[src/rtl/signed_sort_ctrl_if.sv]
// rtl/signed_sort_ctrl_if.sv - element-in / sorted-out valid/ready bundle for signed_sort_ctrl
interface signed_sort_ctrl_if;
    logic       in_valid;
    logic [3:0] in_data;
    logic       in_ready;
    logic       out_valid;
    logic [3:0] out_data;
    logic       out_ready;
    logic       busy;
    logic [5:0] swap_count;

    modport master (
        output in_valid, in_data, out_ready,
        input  in_ready, out_valid, out_data, busy, swap_count
    );

    modport slave (
        input  in_valid, in_data, out_ready,
        output in_ready, out_valid, out_data, busy, swap_count
    );
endinterface

[src/rtl/signed_sort_ctrl.sv]
// rtl/signed_sort_ctrl.sv - load / bubble-sort (signed 4-bit, ascending) / drain frame controller
// Optional SORT_EARLY_EXIT_EN: leave SORT after the first pass that performs no swap.
module signed_sort_ctrl #(
    parameter int DEPTH = 4
) (
    input  logic               clk,
    input  logic               reset,
    signed_sort_ctrl_if.slave  bus
);
    localparam int IW = $clog2(DEPTH);
    localparam logic [IW-1:0] LAST_IDX  = IW'(DEPTH - 1);
    localparam logic [IW-1:0] LAST_PASS = IW'(DEPTH - 2);

    typedef enum logic [1:0] {LOAD, SORT, DRAIN} state_e;

    state_e        state_q, state_d;
    logic [3:0]    mem_q [DEPTH];
    logic [3:0]    mem_d [DEPTH];
    logic [IW-1:0] wr_idx_q, wr_idx_d;
    logic [IW-1:0] rd_idx_q, rd_idx_d;
    logic [IW-1:0] pass_q, pass_d;
    logic [IW-1:0] j_q, j_d;
    logic [5:0]    swap_cnt_q, swap_cnt_d;
`ifdef SORT_EARLY_EXIT_EN
    logic          swapped_q, swapped_d;
`endif

    logic [IW-1:0] j_nxt;
    logic [3:0]    cmp_lo, cmp_hi;
    logic          do_swap, pass_end;

    assign bus.in_ready   = (state_q == LOAD);
    assign bus.out_valid  = (state_q == DRAIN);
    assign bus.out_data   = mem_q[rd_idx_q];
    assign bus.busy       = (state_q != LOAD);
    assign bus.swap_count = swap_cnt_q;

    always_comb begin
        state_d    = state_q;
        mem_d      = mem_q;
        wr_idx_d   = wr_idx_q;
        rd_idx_d   = rd_idx_q;
        pass_d     = pass_q;
        j_d        = j_q;
        swap_cnt_d = swap_cnt_q;
`ifdef SORT_EARLY_EXIT_EN
        swapped_d  = swapped_q;
`endif
        j_nxt    = j_q + IW'(1);
        cmp_lo   = mem_q[j_q];
        cmp_hi   = mem_q[j_nxt];
        do_swap  = $signed(cmp_hi) < $signed(cmp_lo);
        pass_end = (j_q == LAST_PASS - pass_q);

        case (state_q)
            LOAD: begin
                if (bus.in_valid) begin
                    mem_d[wr_idx_q] = bus.in_data;
                    if (wr_idx_q == LAST_IDX) begin
                        wr_idx_d   = '0;
                        pass_d     = '0;
                        j_d        = '0;
                        swap_cnt_d = '0;
`ifdef SORT_EARLY_EXIT_EN
                        swapped_d  = 1'b0;
`endif
                        state_d    = SORT;
                    end else begin
                        wr_idx_d = wr_idx_q + IW'(1);
                    end
                end
            end
            SORT: begin
                // Swap is committed at the compare edge so the next compare sees it.
                if (do_swap) begin
                    mem_d[j_q]   = cmp_hi;
                    mem_d[j_nxt] = cmp_lo;
                    swap_cnt_d   = swap_cnt_q + 6'd1;
`ifdef SORT_EARLY_EXIT_EN
                    swapped_d    = 1'b1;
`endif
                end
                if (pass_end) begin
                    j_d    = '0;
                    pass_d = pass_q + IW'(1);
`ifdef SORT_EARLY_EXIT_EN
                    swapped_d = 1'b0;
                    if (pass_q == LAST_PASS || !(swapped_q || do_swap)) begin
`else
                    if (pass_q == LAST_PASS) begin
`endif
                        rd_idx_d = '0;
                        state_d  = DRAIN;
                    end
                end else begin
                    j_d = j_nxt;
                end
            end
            DRAIN: begin
                if (bus.out_ready) begin
                    if (rd_idx_q == LAST_IDX) begin
                        rd_idx_d = '0;
                        state_d  = LOAD;
                    end else begin
                        rd_idx_d = rd_idx_q + IW'(1);
                    end
                end
            end
            default: state_d = LOAD;
        endcase
    end

    always_ff @(posedge clk) begin
        if (reset) begin
            state_q    <= LOAD;
            mem_q      <= '{default: '0};
            wr_idx_q   <= '0;
            rd_idx_q   <= '0;
            pass_q     <= '0;
            j_q        <= '0;
            swap_cnt_q <= '0;
`ifdef SORT_EARLY_EXIT_EN
            swapped_q  <= 1'b0;
`endif
        end else begin
            state_q    <= state_d;
            mem_q      <= mem_d;
            wr_idx_q   <= wr_idx_d;
            rd_idx_q   <= rd_idx_d;
            pass_q     <= pass_d;
            j_q        <= j_d;
            swap_cnt_q <= swap_cnt_d;
`ifdef SORT_EARLY_EXIT_EN
            swapped_q  <= swapped_d;
`endif
        end
    end
endmodule

[src/flat_wrapper.sv]
// flat-port wrapper written by rule: the top's interface ports become plain ports
module signed_sort_ctrl_flat 
#(
    parameter int DEPTH = 4
)
  (clk, reset, bus_in_valid, bus_in_data, bus_out_ready, bus_in_ready, bus_out_valid, bus_out_data, bus_busy, bus_swap_count);
  signed_sort_ctrl_if bus_i ();
  input  logic clk;
  input  logic reset;
  input wire logic [$bits(bus_i.in_valid)-1:0] bus_in_valid;
  input wire logic [$bits(bus_i.in_data)-1:0] bus_in_data;
  input wire logic [$bits(bus_i.out_ready)-1:0] bus_out_ready;
  output wire logic [$bits(bus_i.in_ready)-1:0] bus_in_ready;
  output wire logic [$bits(bus_i.out_valid)-1:0] bus_out_valid;
  output wire logic [$bits(bus_i.out_data)-1:0] bus_out_data;
  output wire logic [$bits(bus_i.busy)-1:0] bus_busy;
  output wire logic [$bits(bus_i.swap_count)-1:0] bus_swap_count;
  assign bus_i.in_valid = bus_in_valid;
  assign bus_i.in_data = bus_in_data;
  assign bus_i.out_ready = bus_out_ready;
  assign bus_in_ready = bus_i.in_ready;
  assign bus_out_valid = bus_i.out_valid;
  assign bus_out_data = bus_i.out_data;
  assign bus_busy = bus_i.busy;
  assign bus_swap_count = bus_i.swap_count;
  signed_sort_ctrl #(.DEPTH(DEPTH)) u_core (.clk(clk), .reset(reset), .bus(bus_i));
endmodule
[config.mk]
export PLATFORM = sky130hd
export DESIGN_NAME = signed_sort_ctrl_flat
export DESIGN_NICKNAME = d
export VERILOG_FILES = /design/src/rtl/signed_sort_ctrl_if.sv /design/src/rtl/signed_sort_ctrl.sv /design/src/flat_wrapper.sv
export SDC_FILE = /design/constraint.sdc
export NUM_CORES = 1
export LEC_CHECK = 0
export CELL_PAD_IN_SITES_DETAIL_PLACEMENT = 1
export CELL_PAD_IN_SITES_GLOBAL_PLACEMENT = 1
export CORE_MARGIN = 1
export CORE_UTILIZATION = 23
export DETAILED_ROUTE_END_ITERATION = 7
export DONT_BUFFER_PORTS = 1
export PLACE_DENSITY = 0.47
export SYNTH_ARGS = -nofsm -noshare
export SYNTH_HDL_FRONTEND = slang
export SYNTH_SLANG_ARGS = --single-unit
[constraint.sdc]
create_clock -name clk -period 4.8 [get_ports clk]
set_input_delay 0.48 -clock clk [delete_from_list [all_inputs] [get_ports clk]]
set_output_delay 0.48 -clock clk [all_outputs]
set_load 0.03 [all_outputs]
Word level (Yosys, flattened, before mapping)
Index checks and enable logic that the tools add are counted.

cells by class
  eq/ne operators = 13
  bitwise operators = 4
  muxes and demuxes = 44
  $lt $le $gt $ge = 8
  reduce and logical (&&, ||, !) cells = 14
  add/sub/neg operators = 6

operators by type and width
  kind                                                                           number
  16-bit bitwise mux                                                             3
  4-bit two-way mux                                                              9
  16-bit two-way mux                                                             2
  16-bit one-hot mux with 2 select lines                                         1
  2-bit two-way mux                                                              15
  4-bit binary-select mux with 2-bit select                                      3
  4-bit demux with 2-bit select                                                  3
  6-bit two-way mux                                                              3
  3-bit greater-or-equal comparator (second input constant)                      4
  2-bit NOT with 3-bit output                                                    4
  2-bit one-hot mux with 2 select lines                                          3
  6-bit one-hot mux with 2 select lines                                          1
  4-bit AND reduction                                                            3
  2-bit by 1-bit != test with 1-bit output (second input constant)               5
  3-bit by 1-bit less-than comparator with 1-bit output (second input constant)  3
  2-bit by 1-bit adder with 2-bit output (second input constant)                 4
  2-bit equality test (second input constant)                                    4
  6-bit by 1-bit adder with 6-bit output (second input constant)                 1
  2-bit one-hot mux with 3 select lines                                          1
  3-bit AND reduction                                                            2
  6-bit AND reduction                                                            1
  2-bit nonzero test                                                             3
  4-bit less-than comparator                                                     1
  2-bit != test (second input constant)                                          2
  other kinds (6)                                                                8

word-level totals
  output and inout port bits = 13
  word-level logic and storage cells = 99
  bits of input ports = 8
  bits in registers = 32

Logic depth before layout (Yosys ltp)
  depth in word-level cells = 9
  depth in mapped cells = 15
  mapped depth without buffers = 11

Least setup slack after synthesis
OpenSTA, ideal clock, no wires.

  kind = register to register
  start = reg u_core.j_q[0]
  end = reg u_core.mem_q[13] (netlist bit)
  data required time = 4709 ps
  clock period less this slack = 3464 ps
  path slack = 1336 ps
  stages on the path, launching flop included = 16
  data arrival time = 3373 ps
  setup time = 91 ps
  buffers on the path = 4
  cells stage by stage = dfxtp_1 > buf_2 > clkbuf_1 > inv_1 > ha_1 > buf_6 > mux2_2 > nor2_1 > nor2_1 > ha_1 > nor3b_1 > nand2_1 > o311ai_4 > buf_6 > a21oi_1 > a311oi_1

between the ends
  cells in the longest elaborated chain, start to end = 9
  elaborated cells between the ends (all ways) = 26
  those cells by class = 1 x add/sub; 5 x order compare; 1 x eq/ne; 14 x mux; 2 x bitwise; 3 x reduce/logical

ends and longest elaborated chain
  item                                                                                RTL line                 source
  from (decl)                                                                         signed_sort_ctrl.sv:22   logic [IW-1:0] j_q, j_d;
  from (signal assigned)                                                              signed_sort_ctrl.sv:131  j_q <= j_d;
  parallel branches: the longest is 9 deep, another holds 4-bit less-than comparator  --
  to (signal assigned)                                                                signed_sort_ctrl.sv:127  mem_q <= mem_d;
  to (decl)                                                                           signed_sort_ctrl.sv:17   logic [3:0] mem_q [DEPTH];

Parallel ways; which one is timed is not known. The select of a mux whose other input is x is not followed.
A chain may end at the register's enable or synchronous reset.

Final worst setup path
  start = reg u_core.j_q[1]
  end = reg u_core.mem_q[12] (netlist bit)

The elaborated chain is that of the path after synthesis.

==> flow_summary.ini <==
[run_status]
status = finished clean

[timing]
holdWs_ns = 0.260
rsz0062_at_grt = no
tightest_slew_ns = 0.940
maxSlewViolCount = 0
skew_ns = 0.00516
setup_ws_ns = 1.17
final.period_utilization_pct = 75.7
final_hold_viol_count = 0
slew_headroom_pct = 37.3
fin_tns_setup_ns = 0
fmax_ghz = 0.275
period_minus_slack_ns = 3.63
finalSetupViolCount = 0

[clock_tree]
clk_pin_slew_ns = 0.07
holdBufCountCts = 0
numCtsBuffers = 5
cts_tree = done
root_buffer = clkbuf_8
cts-htree-levels = 2
numClockSinks = 32
cts_max_path_buffers = 2
post_cts_buffers = 0
clk_latency_ns = 0.29
cts_resized = 0

[die]
core_area_um2 = 10500
die_w_um = 106
initial_core_util_pct = 24.0
pin_count = 21
num_rows = 37
dieArea_um2 = 11300
die_h_um = 106

[power_and_ir_drop]
power.switching_mw = 0.502
sequentialPowerShare_pct = 31.1
power_density_nw_per_um2 = 412
power_frac_clock_pct = 20.2
intPower_mw = 0.606
irDropWorstVdd_uv = 116
total_power_mw = 1.11
p_sw_share_pct = 45.3
p_leak_nw = 0.877
combPwrFrac_pct = 48.7

[yosys]
post_synth_xor_area_fraction_pct = 1.05
synth_adder_area_share_pct = 6.99
synth_top_family_by_area = compound AO/OA/AOI/OAI gates
yosysSeqAreaShare_pct = 25.5
synth_ff_type = dfxtp_1
ys_ff_latch = 32
ys_async_sr_fraction_pct = 0
syn_area_um2 = 2510
synth_compound_area_share_pct = 29.7
synthSimpleGateAreaFrac_pct = 17.6
syn_nets = 313
yosysTopAreaCellShare_pct = 25.5
yosysUniqueCellTypes = 43
synth_top_cells_by_area = dfxtp_1, mux4_2, ha_1
yosys.area.top_type = dfxtp_1
syn_inst = 291
synthMuxAreaShare_pct = 13.3
synth_edf_count = 0
syn_avg_cell_area_um2 = 8.62
ys_warn_count = 0

[critical_path]
crit_family = adder cells
critPathKind = flop to flop
crit_cells = 13
cp-start-kind = flop
crit_required_ns = 4.99
r2r_slack_ns = 1.17
worstPathArrival_ns = 3.82
slowest_stage = ha_1
timing.rr.start = u_core.j_q[1]
crit_path_max_incr_delay_ns = 0.56
path_cells = buf_4 -> inv_1 -> ha_1 -> mux2_2 -> nor2_1 -> nor2_1 -> ha_1 -> nor3b_1 -> nand2_1 -> o311ai_4 -> buf_4 -> a21oi_1 -> a311oi_1
critPathMaxFanout = 32
critPathBufInv = 3
crit_path_end_kind = flop
worstSetupStartpoint = u_core.j_q[1]
worstRegToRegCells = 13
setup.worst_path.end = u_core.mem_q[12]
crit-reg2reg-capture = u_core.mem_q[12]

[detailed_routing]
wl_per_cell_um = 20.2
first_iter_violations = 87
viasPerCell = 5.49
drt_drc_violations_left = 0
vias = 2294
drt_first_pass_iters = 4
ant_nets = 0
wl_mm = 8.43

[final_layout]
nets = 303
drive_gt1_share_pct = 12.1
area_growth_syn_to_layout_pct = 7.39
final_area_um2 = 2690
final_util_pct = 25.7
nFillCells = 1259
layout.cells.non_filler = 418
diodes = 0

[place]
hpwl_mm = 6.09
place_area_um2 = 2600
port_buffers = 0
preCtsSetupSlack_ns = 1.15
gp_congestion = 0.847
dp.cells = 410

[run]
drv_cap = 0

[grt]
grt_first_pass_wirelength_mm = 13.2
track_usage_pct = 15.2
overflow = 0
grt_max_degree = 33
antenna_found_initial = 0
grt_pass1_vias = 2235

[worst_hold_path]
hold_class = primary input to flop
[worst reg2reg max path, delay by kind of cell, from the launching register on]
family          cells  cell delay, ns
compound gates      3            0.71
buf+inv             3            0.62
flops               1            0.31
simple gates        4            0.60
mux                 1            0.44
fa+ha+maj           2            0.86
[routing by layer]
| metal | vias up | share of wire [%] | global-route usage [%] |
|---|---|---|---|
| li1 | 1113 | - | - |
| met1 | 1137 | 49 | 21.1 |
| met2 | 35 | 46 | 24.1 |
| met3 | 9 | 3.0 | 3.00 |
| met4 | 0 | 1.3 | 3.82 |
| met5 | - | 0 | 0 |
[registers in the layout, summed over array words and instances, names as in the netlist]
name,cells
u_core.state_q,2
u_core.rd_idx_q,2
u_core.j_q,2
u_core.pass_q,2
u_core.wr_idx_q,2
u_core.mem_q,16
u_core.bus.swap_count,6
[worst min-delay path by stage]
stage | start | to | cells past startpoint
floorplan | u_core.pass_q[1] | u_core.pass_q[1] | 2
global placement | u_core.pass_q[1] | u_core.pass_q[1] | 2
detailed placement | u_core.pass_q[1] | u_core.pass_q[1] | 2
CTS | reset | u_core.pass_q[1] | 1
global route | reset | u_core.mem_q[2] | 1
finish | reset | u_core.rd_idx_q[1] | 1
[cells in the mapped netlist, drive strengths merged, types with 10 or more instances]
cell type,instances
a31oi,16
ha,14
nor2,27
a211oi,12
inv,11
nor2b,10
dfxtp,32
nand2,18
a21oi,27
a311oi,16
a221oi,17
clkbuf,14
[cell families after synthesis]
family,count (synthesis)
DFF,32
adders and majority gates,14
and+or+nand+nor,87
xor gates and xnor gates,3
buffers and inverters,32
AOI/OAI and AO/OA,102
muxes,21
[power by group through the flow]
stage               clock network [mW]  registers, mW  logic (mW)
floorplan                            0          0.330       0.451
global placement                     0          0.350       0.531
detailed placement                   0          0.349       0.539
CTS                              0.236          0.342       0.542
global route                     0.244          0.348       0.586
finish                           0.224          0.344       0.540
[cell type report]
cell class,instances,area (um^2),share of cell area [%]
Clock buffer,8,90.1,3.35
Inverter,11,41.3,1.53
Multi-Input combinational cell,227,1720,63.9
Sequential cell,32,641,23.8
Tap cell,136,170,6.32
Timing Repair Buffer,4,30.0,1.12
[placed cells by master, fill, tap and decap left out, drive strengths merged, types with 3 or more instances in the layout]
| cell type | Yosys | routed |
|---|---|---|
| a211oi | 12 | 12 |
| a21oi | 27 | 27 |
| a221oi | 17 | 17 |
| a311oi | 16 | 16 |
| a31oi | 16 | 16 |
| and2 | 5 | 5 |
| buf | 7 | 4 |
| clkbuf | 14 | 8 |
| dfxtp | 32 | 32 |
| ha | 14 | 14 |
| inv | 11 | 11 |
| mux2 | 8 | 8 |
| mux2i | 4 | 4 |
| mux4 | 9 | 9 |
| nand2 | 18 | 18 |
| nand2b | 3 | 3 |
| nor2 | 27 | 27 |
| nor2b | 10 | 10 |
| nor3 | 7 | 7 |
| o21ai | 5 | 5 |
| or3 | 5 | 5 |
| xnor2 | 3 | 3 |
Power figures use the tool's default switching activity.
